$ cat src/rtl/stack_bus_upstream_arb_pkg.sv
// Shared definitions for the stack bus upstream concentrator.
// Optional feature macro: STACK_BUS_UP_PARITY_EN (adds even parity per buffered beat).
package stack_bus_upstream_arb_pkg;

    localparam int unsigned NUM_PE     = 4;
    localparam int unsigned PE_ID_W    = 2;
    localparam int unsigned DATA_W     = 32;
    localparam int unsigned FIFO_DEPTH = 8;
    localparam int unsigned CNTL_W     = 2;

    typedef enum logic [1:0] {
        CNTL_SOP     = 2'b00,
        CNTL_MOP     = 2'b01,
        CNTL_EOP     = 2'b10,
        CNTL_SOP_EOP = 2'b11
    } cntl_e;

    typedef enum logic {
        ST_IDLE = 1'b0,
        ST_XFER = 1'b1
    } arb_state_e;

    typedef struct packed {
        logic [PE_ID_W-1:0] pe_id;
        logic [CNTL_W-1:0]  cntl;
        logic [DATA_W-1:0]  data;
    } up_beat_t;

    localparam int unsigned BEAT_W = $bits(up_beat_t);

`ifdef STACK_BUS_UP_PARITY_EN
    localparam int unsigned FIFO_W = BEAT_W + 1;

    // Even parity: stored bit makes the total number of ones even.
    function automatic logic beat_parity(input up_beat_t beat);
        return ^beat;
    endfunction
`else
    localparam int unsigned FIFO_W = BEAT_W;
`endif

endpackage

$ cat src/rtl/generic_fifo_sync.sv
// Synchronous FIFO with registered storage, registered full/empty flags and
// simultaneous push/pop. Pushes while full and pops while empty are ignored.
module generic_fifo_sync #(
    parameter int unsigned WIDTH = 32,
    parameter int unsigned DEPTH = 8
) (
    input  logic             clk,
    input  logic             rst,
    input  logic             push,
    input  logic [WIDTH-1:0] push_data,
    input  logic             pop,
    output logic [WIDTH-1:0] head,
    output logic             full,
    output logic             empty
);

    localparam int unsigned AW = (DEPTH > 1) ? $clog2(DEPTH) : 1;
    localparam int unsigned CW = AW + 1;

    logic [WIDTH-1:0] mem [DEPTH];
    logic [AW-1:0]    wr_ptr;
    logic [AW-1:0]    rd_ptr;
    logic [CW-1:0]    count;
    logic [CW-1:0]    count_nxt;
    logic             do_push;
    logic             do_pop;

    assign do_push = push && !full;
    assign do_pop  = pop && !empty;
    assign head    = mem[rd_ptr];

    // Occupancy after this cycle's push/pop.
    always_comb begin
        count_nxt = count + CW'(do_push) - CW'(do_pop);
    end

    // Pointers, occupancy, flags and storage.
    always_ff @(posedge clk or posedge rst) begin
        if (rst) begin
            wr_ptr <= '0;
            rd_ptr <= '0;
            count  <= '0;
            full   <= 1'b0;
            empty  <= 1'b1;
            for (int unsigned i = 0; i < DEPTH; i++) begin
                mem[i] <= '0;
            end
        end else begin
            if (do_push) begin
                mem[wr_ptr] <= push_data;
                wr_ptr      <= wr_ptr + AW'(1);
            end
            if (do_pop) begin
                rd_ptr <= rd_ptr + AW'(1);
            end
            count <= count_nxt;
            full  <= (count_nxt == CW'(DEPTH));
            empty <= (count_nxt == CW'(0));
        end
    end

endmodule

$ cat src/rtl/stack_bus_upstream_arb.sv
// Upstream concentrator: round-robin packet arbitration over NUM_PE PE ports,
// buffered into a FIFO and presented to the stack bus manager tagged with PE id.
// Optional feature macro: STACK_BUS_UP_PARITY_EN (adds mgr_up_parity output).
module stack_bus_upstream_arb
    import stack_bus_upstream_arb_pkg::*;
(
    input  logic                      clk,
    input  logic                      reset_poweron,
    input  logic [NUM_PE-1:0]         pe_up_valid,
    input  logic [CNTL_W*NUM_PE-1:0]  pe_up_cntl,
    input  logic [DATA_W*NUM_PE-1:0]  pe_up_data,
    output logic [NUM_PE-1:0]         pe_up_ready,
    output logic                      mgr_up_valid,
    output logic [CNTL_W-1:0]         mgr_up_cntl,
    output logic [DATA_W-1:0]         mgr_up_data,
    output logic [PE_ID_W-1:0]        mgr_up_pe_id,
    input  logic                      mgr_up_ready,
    output logic                      proto_err
`ifdef STACK_BUS_UP_PARITY_EN
    ,
    output logic                      mgr_up_parity
`endif
);

    arb_state_e         state;
    logic [PE_ID_W-1:0] rr_ptr;
    logic [PE_ID_W-1:0] grant;
    logic [PE_ID_W-1:0] pick;
    logic [PE_ID_W-1:0] idx;
    logic               found;
    logic               first_beat;
    logic               accept;
    logic               beat_err;
    logic [CNTL_W-1:0]  sel_cntl;
    logic [DATA_W-1:0]  sel_data;
    logic               fifo_full;
    logic               fifo_empty;
    logic               fifo_pop;
    up_beat_t           push_beat;
    up_beat_t           head_beat;
    logic [FIFO_W-1:0]  fifo_wdata;
    logic [FIFO_W-1:0]  fifo_head;

    assign sel_cntl = pe_up_cntl[grant*CNTL_W +: CNTL_W];
    assign sel_data = pe_up_data[grant*DATA_W +: DATA_W];
    assign accept   = (state == ST_XFER) && pe_up_valid[grant] && !fifo_full;

    // First requesting PE at or after rr_ptr, wrapping modulo NUM_PE.
    always_comb begin
        pick  = rr_ptr;
        found = 1'b0;
        idx   = rr_ptr;
        for (int unsigned i = 0; i < NUM_PE; i++) begin
            idx = rr_ptr + PE_ID_W'(i);
            if (!found && pe_up_valid[idx]) begin
                pick  = idx;
                found = 1'b1;
            end
        end
    end

    // Only the granted PE sees ready, and only while the FIFO has room.
    always_comb begin
        pe_up_ready = '0;
        if (state == ST_XFER && !fifo_full) begin
            pe_up_ready[grant] = 1'b1;
        end
    end

    // Packet framing check on the accepted beat.
    always_comb begin
        if (first_beat) begin
            beat_err = (sel_cntl == CNTL_MOP) || (sel_cntl == CNTL_EOP);
        end else begin
            beat_err = (sel_cntl == CNTL_SOP) || (sel_cntl == CNTL_SOP_EOP);
        end
    end

    // Arbiter FSM: grant in IDLE, hold the grant until the packet ends.
    always_ff @(posedge clk or posedge reset_poweron) begin
        if (reset_poweron) begin
            state      <= ST_IDLE;
            rr_ptr     <= '0;
            grant      <= '0;
            first_beat <= 1'b0;
            proto_err  <= 1'b0;
        end else begin
            case (state)
                ST_IDLE: begin
                    if (|pe_up_valid) begin
                        grant      <= pick;
                        first_beat <= 1'b1;
                        state      <= ST_XFER;
                    end
                end
                ST_XFER: begin
                    if (accept) begin
                        first_beat <= 1'b0;
                        if (beat_err) begin
                            proto_err <= 1'b1;
                        end
                        if (sel_cntl[1]) begin
                            state  <= ST_IDLE;
                            rr_ptr <= grant + PE_ID_W'(1);
                        end
                    end
                end
                default: state <= ST_IDLE;
            endcase
        end
    end

    // FIFO write word: tagged beat, plus parity when enabled.
    always_comb begin
        push_beat.pe_id = grant;
        push_beat.cntl  = sel_cntl;
        push_beat.data  = sel_data;
`ifdef STACK_BUS_UP_PARITY_EN
        fifo_wdata = {beat_parity(push_beat), push_beat};
`else
        fifo_wdata = push_beat;
`endif
    end

    assign fifo_pop = mgr_up_valid && mgr_up_ready;

    generic_fifo_sync #(
        .WIDTH (FIFO_W),
        .DEPTH (FIFO_DEPTH)
    ) u_fifo (
        .clk       (clk),
        .rst       (reset_poweron),
        .push      (accept),
        .push_data (fifo_wdata),
        .pop       (fifo_pop),
        .head      (fifo_head),
        .full      (fifo_full),
        .empty     (fifo_empty)
    );

    assign head_beat    = up_beat_t'(fifo_head[BEAT_W-1:0]);
    assign mgr_up_valid = !fifo_empty;
    assign mgr_up_cntl  = head_beat.cntl;
    assign mgr_up_data  = head_beat.data;
    assign mgr_up_pe_id = head_beat.pe_id;
`ifdef STACK_BUS_UP_PARITY_EN
    assign mgr_up_parity = fifo_head[BEAT_W];
`endif

endmodule

$ cat config.mk
export PLATFORM = sky130hd
export DESIGN_NAME = stack_bus_upstream_arb
export DESIGN_NICKNAME = d
export VERILOG_FILES = /design/src/rtl/stack_bus_upstream_arb_pkg.sv /design/src/rtl/generic_fifo_sync.sv /design/src/rtl/stack_bus_upstream_arb.sv
export SDC_FILE = /design/constraint.sdc
export NUM_CORES = 1
export LEC_CHECK = 0
export CORE_MARGIN = 3
export CORE_UTILIZATION = 30
export CTS_CLUSTER_SIZE = 28
export DETAILED_ROUTE_END_ITERATION = 6
export RECOVER_POWER = 50
export SYNTH_ARGS = -nofsm -noshare
export SYNTH_HDL_FRONTEND = slang
export SYNTH_SLANG_ARGS = --single-unit
$ cat constraint.sdc
create_clock -name clk -period 13.47 [get_ports clk]
set_input_delay 1.347 -clock clk [delete_from_list [all_inputs] [get_ports clk]]
set_output_delay 1.347 -clock clk [all_outputs]
set_load 0.05 [all_outputs]
==> impl_results.md, run 1 <==
- CTS tree: built
- Share of layout cells above drive strength 1: ~44%
- Worst vdd ir: 0.170 mV
- I/O Buffers: ~180
- Total track usage: a little over an eighth
- Final period utilization: 57.9%
- Worst hold stages: 1
- Synthesis-stage register bit count: 307
- Cell Rows: 80
- Startpoint Class: primary input
- Die height: approximately 230 µm
- Final instance area: about 0.018 mm²
- Tmin final: a little under 8000 ps
- Via count: 8348
- Nets: roughly 1200
- Post-Synthesis Cells: about 900
- Critical setup path kind: primary input to async pin
- Core area: approximately 0.048 mm²
- MaxCap Viol Count: 9
- Pre-antenna DRT Iters: 4
- Die width: approximately 230 µm
- WL per Instance: ~20 µm
- Failing checks: capacitance limit, slew limit
- Reg2reg end: u_fifo.mem[154]
- # clock sinks: roughly 310
- Placed cell areas: approximately 0.017 mm²
- Commonest cells post-synth: 307 x mux2_2, 306 x dfrtp_1, 107 x mux4_2, 20 x mux2_1, 15 x buf_6
- Worst min-delay path class: flop to flop
- Post-cts sizing count: 0
- Fmax: approximately 130 MHz
- Sequential cell fraction of total power: between 30% and 40%
- Yosys top cell area share: approximately half
- Worst-Skew Late Latency: 530 ps
- Internal power: about 3.3 mW
- Crit-path max FO: 98
- Number of global-route vias before repair: 9142
- Unrepaired setup endpoints after global routing: false
- Combinational power share: 48.9%
- Final wirelength: ~34 mm
- Initial core utilization: between 30% and 40%
- Area Growth Syn to Fin: 23.1%
- CTS max path bufs: 3
- Rel. slew slack: -194%
- Ys Warns: 0
- P_leak: around 7.5 nW
- Pwr/cell area: 285 mW/mm²
- Worst Skew: 13.8 ps
- Final ANT Viol Nets: 0
- Cts hold-fix bufs: 0
- Sw Ratio: 37.2%
- Setup Viol. Count Final: 0
- Mapped Area: approximately 0.015 mm²
- Dpl hpwl: 20.0 mm
- R2r setup slk: a little over 9000 ps
- Critical path arrival: 7480 ps
- Worst-path clk slew: about 50 ps
- Hold Fails Final Rpt: 0
- Ant diodes: 0
- DRC: 0
- Initial drt markers: around 360
- IO Pins: between 150 and 200
- Number of synthesized flops with an enable pin: 0
- Worst r2r path cells: 4
- Final Max Tran Viols: between 400 and 500
- Worst setup startpoint: reset_poweron
- Worst-Margin Slew: between 4000 and 5000 ps
- Reg2reg start: grant[0]
- Ys async rst share: 100%
- Outcome: complete, but fails checks
- Top_reg_cell synth: dfrtp_1
- HP Start: proto_err
- Global route total overflow: 0
- Root Driver: clkbuf_16
- Die ar.: about 0.052 mm²
- H-tree Lvls: 2
- Post-synth top area cell: dfrtp_1
- CTS Buf Count: 37
- Via density: about 4.8
- Sequential area share after synthesis: roughly half
- Most common cell in the netlist: mux2_2
- Post-CTS Setup Bufs: 0
- Clock Power Share: about 18%
- Switch Pwr: between 1.5 and 2 mW
- Initial antenna violation count: 0
- Top post-synthesis cells by area: dfrtp_1 52%, mux2_2 23%, mux4_2 16%
- Routability cong.: approximately 0.70
- Crit. End Element: async pin
- Post-synthesis area per instance: between 15 and 20 µm²
- Global-route wire length before repair: 54.5 mm
- Post-synth cell types: 36
- Syn Nets: 1036
- Hold Path End: proto_err
- Setup TNS: 0 ps
- CP required: 13140 ps
- Largest net degree at the start of global routing: 99
## final cells by class
class | count | area (µm²)
flip-flops and latches | 307 | 7700
inverters | 10 | 38.8
clock buffers | 57 | 1090
fillers | 4580 | 30000
multi-input cells | 507 | 6640
well taps | 656 | 821
clock inverters | 5 | 50.0
repair buffers | 191 | 1890
## power by group through the flow
stage | Clock (mW) | Sequential (mW) | Combinational, mW
global route | 1.02 | 1.78 | 2.73
global placement | 0 | 1.72 | 2.54
finish | 0.942 | 1.71 | 2.54
detailed placement | 0 | 1.73 | 2.58
CTS | 0.983 | 1.72 | 2.58
floorplan | 0 | 1.54 | 2.06
## critical path, stage by stage
cell and delay (ps):
dlygate4sd3_1 550, clkinvlp_2 2450, clkbuf_1 3040
## state kept, by name (all words and copies together) (netlist names)
register / count
rr_ptr: 2
u_fifo.wr_ptr: 3
first_beat: 1
grant: 2
u_fifo.mem: 288
u_fifo.count: 4
state: 1
proto_err: 1
u_fifo.empty: 1
u_fifo.full: 1
u_fifo.rd_ptr: 3
## logic make-up (layout without fill, tap and decap cells)
logic type      Yosys count  in the layout  share of synthesized area [%]
compound gates           12             12                          0.533
xor+xnor                  9              9                          0.533
fa+ha+maj                11             11                          0.981
buf+inv                  68            263                           2.91
flops                   307            307                           51.9
mux                     435            435                           41.2
simple gates             40             40                           1.91
## worst max path at each step
stage | to | depth (start not counted)
4_1_cts | mgr_up_data[6] | 4
6_report | u_fifo.mem[264] | 3
3_5_place_dp | mgr_up_data[6] | 4
2_1_floorplan | first_beat | 1
5_1_grt | u_fifo.mem[86] | 3
3_3_place_gp | mgr_up_data[15] | 4
## per-stage QoR
step	setup WS (ps)	hold slack (ps)	cells	power [mW]	utilization, %
after floorplan	3640	459	882	3.60	-
after global placement	8890	449	1671	4.26	35.5
after detailed placement	8870	454	1671	4.31	35.5
after CTS	8290	470	1733	5.29	37.9
after global routing	4200	499	1733	5.53	37.8
final	5670	458	1733	5.19	37.8
## metal layers
layer	global-route usage, %	routed length [µm]	part of all wire [%]	up-vias
met1	18.4	16100	47	4458
met3	2.36	1240	3.6	40
li1	-	-	-	3691
met4	3.55	608	1.8	0
met2	21.6	16200	47	159
met5	0	0	0	-
## layout by cell type, fill, tap and decap left out, drive strengths merged, types with 3 or more instances in the layout
cell           netlist  final
mux2               327    327
dfrtp              306    306
inv                 10      9
nand2               15     15
ha                  10     10
mux4               107    107
nor2                 3      3
clkbuf              11     59
clkdlybuf4s50        0    179
clkinv               0      4
xnor2                6      6
and2                 5      5
buf                 47      5
nor2b                6      6
dlygate4sd3          0      5
xor2                 3      3
a21o                 3      3
No activity file was read; power rests on OpenSTA's default activity.
==> run 2, diff against run 1 <==
==> constraint.sdc (replaced) <==
create_clock -name clk -period 6.6 [get_ports clk]
set_input_delay 0.66 -clock clk [delete_from_list [all_inputs] [get_ports clk]]
set_output_delay 0.66 -clock clk [all_outputs]
set_load 0.05 [all_outputs]
==> run 2 against run 1 <==
The flow still finishes with violations (capacitance limit, slew limit). Cell area about the same. Cell count unchanged. Critical path depth unchanged. Register-to-register slack got worse by 6800 ps. Clock skew increased by 1.2 ps. Critical endpoint is now grant[0].
==> impl_results.md, run 2 (synthesis results as in run 1) <==
- Outcome: complete, but fails checks
- Failing checks: capacitance limit, slew limit
- Pre-CTS WS: 2720 ps
- Crit. End Element: async pin
- Largest registers: u_fifo.mem (288), u_fifo.count (4)
- Setup WS post-layout: 2060 ps
- Global route total overflow: 0
- Pwr/cell area: slightly below 600 mW/mm²
- Initial drt markers: between 400 and 500
- Global-route wire length before repair: between 50 and 60 mm
- Startpoint Class: primary input
- Worst r2r path cells: 4
- Dpl hpwl: 19.9 mm
- Number of global-route vias before repair: 9472
- Worst-Skew Late Latency: around 540 ps
- Initial core utilization: a little under a third
- CTS tree: built
- Nets: 1207
- Core area: just under 0.05 mm²
- Cell Rows: 80
- Largest Register: u_fifo.mem
- I/O Buffers: ~180
- Worst-Margin Slew: around 3900 ps
- Crit-path max FO: approximately 150
- Commonest non-fill, non-tap cell in the layout: mux2_2
- Die ar.: between 0.05 and 0.06 mm²
- CTS max path bufs: 3
- Worst vdd ir: around 0.24 mV
- Pre-antenna DRT Iters: 6
- Final wirelength: around 35 mm
- Final period utilization: 68.8%
- MaxCap Viol Count: 3
- IO Pins: between 150 and 200
- GR Util met2: 22.5%
- Area Growth Syn to Fin: 23.1%
- Unrepaired setup endpoints after global routing: false
- # clock sinks: ~300
- Sequential cell fraction of total power: between 30% and 40%
- Setup TNS: 0 ps
- Die width: roughly 230 µm
- Worst Skew: between 15 and 20 ps
- Total track usage: a little over an eighth
- Worst-path clk slew: ~60 ps
- Root Driver: clkbuf_16
- Max FFs per register: about 290
- Worst min-delay path class: flop to flop
- P_leak: between 7 and 8 nW
- Via density: 4.87
- CP required: around 5800 ps
- Fmax: approximately 220 MHz
- Share of layout cells above drive strength 1: between 40% and 50%
- Grt peak-use layer: met2
- Setup Viol. Count Final: 0
- Critical setup path kind: primary input to async pin
- WL per Instance: roughly 20 µm
- Core Util, Final: a little under two fifths
- Tightest hold margin: 453 ps
- DRC: 0
- Clock Power Share: between 15 and 20%
- Cts hold-fix bufs: 0
- Final Max Tran Viols: between 200 and 250
- Ant diodes: 0
- Switch Pwr: approximately 4 mW
- Internal power: about 6.5 mW
- Largest net degree at the start of global routing: between 150 and 200
- Combinational power share: roughly 49%
- Via count: 8441
- Tmin final: between 4000 and 5000 ps
- Worst hold stages: 1
- R2r setup slk: about 2400 ps
- Hold Fails Final Rpt: 0
- M3 GR Usage: ~2.7%
- Post-cts sizing count: 0
- Critical path arrival: 3730 ps
- Met1 Track Usage GR: roughly 18%
- CTS Buf Count: 36
- H-tree Lvls: 2
- Rel. slew slack: -158%
- Initial antenna violation count: 0
- Final ANT Viol Nets: 0
- Die height: approximately 230 µm
- Sw Ratio: 38.0%
- Most frequent cells in the layout: 307 x mux2_2, 301 x dfrtp_1, 180 x clkdlybuf4s50_1
- Post-CTS Setup Bufs: 0
- Routability cong.: 0.696
run 2: layer usage:
| layer | share of wire [%] | vias to the layer above |
|---|---|---|
| li1 | - | 3707 |
| met1 | 46 | 4536 |
| met2 | 49 | 153 |
| met3 | 4.1 | 45 |
| met4 | 1.7 | 0 |
| met5 | 0 | - |
run 2: power by group through the flow:
stage          Combinational, mW  Sequential, mW  Clock (mW)
2_1_floorplan               4.21            3.15           0
3_3_place_gp                5.19            3.54           0
3_5_place_dp                5.27            3.56           0
4_1_cts                     5.30            3.53        1.91
5_1_grt                     5.57            3.66        1.99
6_report                    5.18            3.52        1.85
run 2: layout make-up:
| type | count | area (µm²) |
|---|---|---|
| flip-flops and latches | 307 | 7700 |
| fillers | 4601 | 30000 |
| repair buffers | 191 | 1900 |
| inverters | 10 | 41.3 |
| clock buffers | 52 | 1010 |
| well taps | 656 | 821 |
| multi-input cells | 507 | 6670 |
| clock inverters | 10 | 65.1 |
run 2: path summary, 6_finish.rpt:
check	start	end
max	reset_poweron	grant[0]
min	proto_err	proto_err
max reg2reg	grant[0]	u_fifo.mem[82]
min reg2reg	proto_err	proto_err
max in group clk	u_fifo.rd_ptr[1]	mgr_up_data[15]
min in group asynchronous	reset_poweron	rr_ptr[0]
run 2: critical path: stages:
cell and delay [ps]:
clkdlybuf4s50_1 440, clkinvlp_4 70, clkbuf_2 2530
run 2: stage by stage:
step	area, µm²	instances	power [mW]
after floorplan	14800	882	7.35
after global placement	17200	1671	8.73
after detailed placement	17200	1671	8.83
after CTS	18200	1733	10.7
after global routing	18200	1733	11.2
final	18200	1733	10.5
==> run 3, diff against run 2 <==
==> constraint.sdc (replaced) <==
create_clock -name clk -period 3.7 [get_ports clk]
set_input_delay 0.37 -clock clk [delete_from_list [all_inputs] [get_ports clk]]
set_output_delay 0.37 -clock clk [all_outputs]
set_load 0.05 [all_outputs]
==> run 3 against run 2 <==
The run still ends with capacitance limit, slew limit left. Cell area rose by 1.1%. Core utilization grew 0.42 points. Highest routed layer unchanged. Critical path depth increased by 1. Cell count grew 0.58%. Clock skew increased by 3.9 ps. Sequential power grew 71%. Worst setup slack worse by 1800 ps. Clock power increased by 81%. Die area unchanged. Register-to-register slack lost 1500 ps. Combinational power up 87%. Global-route usage is 0.31 points lower.
==> impl_results.md, run 3 (synthesis results as in run 1) <==
- Core area: just under 0.05 mm²
- Fillers: about 4600
- Outcome: complete, but fails checks
- Die width: 228 µm
- CTS tree: built
- H-tree Lvls: 2
- Cell Rows: 80
- I/O Buffers: between 150 and 200
- Nets: 1215
- Slowest cell delay on critical path: between 700 and 800 ps
- Unrepaired setup endpoints after global routing: false
- Largest registers: u_fifo.mem (288), u_fifo.count (4)
- Slowest CP cell: clkdlybuf4s50_1
- Largest Register: u_fifo.mem
- Routed wl met2: 16.4 mm
- Initial antenna violation count: 0
- Pwr/cell area: between 1000 and 1500 mW/mm²
- Post-cts sizing count: 0
- Initial core utilization: between 30% and 40%
- Root Driver: clkbuf_16
- Dpl hpwl: ~21 mm
- Most frequent cells in the layout: 307 x mux2_2, 301 x dfrtp_1, 180 x clkdlybuf4s50_1
- DR WL met3: ~1.4 mm
- Hold Fails Final Rpt: 0
- Worst vdd ir: 0.444 mV
- Worst min-delay path class: primary input to async pin
- Sequential cell area: roughly 0.0077 mm²
- Post-CTS Setup Bufs: 0
- Cts hold-fix bufs: 0
- Placed cell areas: roughly 0.017 mm²
- Worst-Skew Late Latency: approximately 520 ps
- DRC: 0
- Routability cong.: 0.712
- # clock sinks: about 310
- Worst Skew: between 15 and 20 ps
- Placed instance count: about 1700
- Worst-Margin Slew: between 2000 and 2500 ps
- Worst r2r path cells: 4
- Area of the multi-input gates: ~0.0067 mm²
- Failing checks: capacitance limit, slew limit
- Final period utilization: about 93%
- Startpoint Class: flop
- Tmin final: approximately 3400 ps
- Final ANT Viol Nets: 0
- Global-route wire length before repair: ~55 mm
- Crit-path cells: buf_12 -> mux4_2 -> mux2_2 -> clkdlybuf4s50_1
- Final wirelength: between 30 and 40 mm
- Via count: approximately 8400
- CTS max path bufs: 3
- Max layer used: met4
- Largest net degree at the start of global routing: between 100 and 150
- Max FFs per register: 288
- Total Power: about 19 mW
- Global route total overflow: 0
- Via density: 4.81
- Fmax: ~300 MHz
- Die height: between 200 and 250 µm
- Total track usage: between 10% and 20%
- CTS Buf Count: 34
- MaxCap Viol Count: 2
- Commonest non-fill, non-tap cell in the layout: mux2_2
- Non-filler instance count after layout: around 1700
- Area Growth Syn to Fin: 24.4%
- Crit-path max FO: 24
- Number of global-route vias before repair: between 9000 and 10000
- Critical path arrival: just over 3000 ps
- Crit. End Element: output pin
- Critical setup path kind: flop to output pin
- Rel. slew slack: -40.1%
- WL per Instance: slightly below 20 µm
- Final Max Tran Viols: a little over 200
- CP required: ~3300 ps
- Pre-antenna DRT Iters: 4
- Worst-path clk slew: 60 ps
- IO Pins: roughly 190
- Share of layout cells above drive strength 1: about 46%
- P_leak: around 7.6 nW
- Initial drt markers: just under 400
- Final instance area: between 0.015 and 0.02 mm²
- Setup Viol. Count Final: 0
- M1 WL: 15.4 mm
- Die ar.: around 0.052 mm²
## run 3: cell count changes in the layout (fill, tap and decap cells not counted), moves of 2 or more
cell	delta
clkinv_8	+2
clkinv_4	+2
nand2_1	-2
clkbuf_16	-2
clkinvlp_4	-4
inv_6	-2
buf_12	+5
buf_4	+4
clkbuf_1	-6
clkbuf_8	+6
## run 3: path summary, 6_finish.rpt
kind	startpoint	end	slack [ps]
min in group clk	proto_err	proto_err	450
worst max register to register	grant[0]	u_fifo.mem[86]	900
worst max-delay path	u_fifo.rd_ptr[0]	mgr_up_data[15]	270
worst min-delay path	reset_poweron	proto_err	420
worst min register to register	proto_err	proto_err	450
max in group asynchronous	reset_poweron	u_fifo.mem[218]	830
## run 3: worst max-delay path, delay by kind of cell, from the launching register on
family / cells / cell delay (ps)
buf+inv: 2 / 1000
flops: 1 / 690
mux: 2 / 840
## run 3: area by class of cell
cell class / instances / area share, %
clock buffers: 50 / 5.55
multi-input cells: 507 / 36.3
repair buffers: 201 / 11.1
well taps: 656 / 4.46
inverters: 10 / 0.211
clock inverters: 11 / 0.598
diodes: 1 / 0.0136
flip-flops and latches: 307 / 41.8
## run 3: through the flow
| step | setup slack (ps) | hold slack (ps) | util [%] | setup TNS, ps |
|---|---|---|---|---|
| 2_1_floorplan | -754 | 459 | - | -230770 |
| 3_3_place_gp | 568 | 444 | 35.9 | 0 |
| 3_5_place_dp | 507 | 443 | 35.9 | 0 |
| 4_1_cts | 197 | 228 | 38.2 | 0 |
| 5_1_grt | 129 | 480 | 38.2 | 0 |
| 6_report | 274 | 418 | 38.2 | 0 |
## run 3: power by group
group          internal, mW  switching, mW  leakage, nW
Clock                  2.00           1.35        0.563
Sequential             5.06          0.961         3.71
Combinational          4.81           4.88         3.33
## run 3: per-layer routing
metal / vias to the layer above / global-route usage, %
li1: 3715 / -
met1: 4471 / 17.8
met2: 161 / 22.0
met3: 40 / 2.74
met4: 0 / 2.51
met5: - / 0
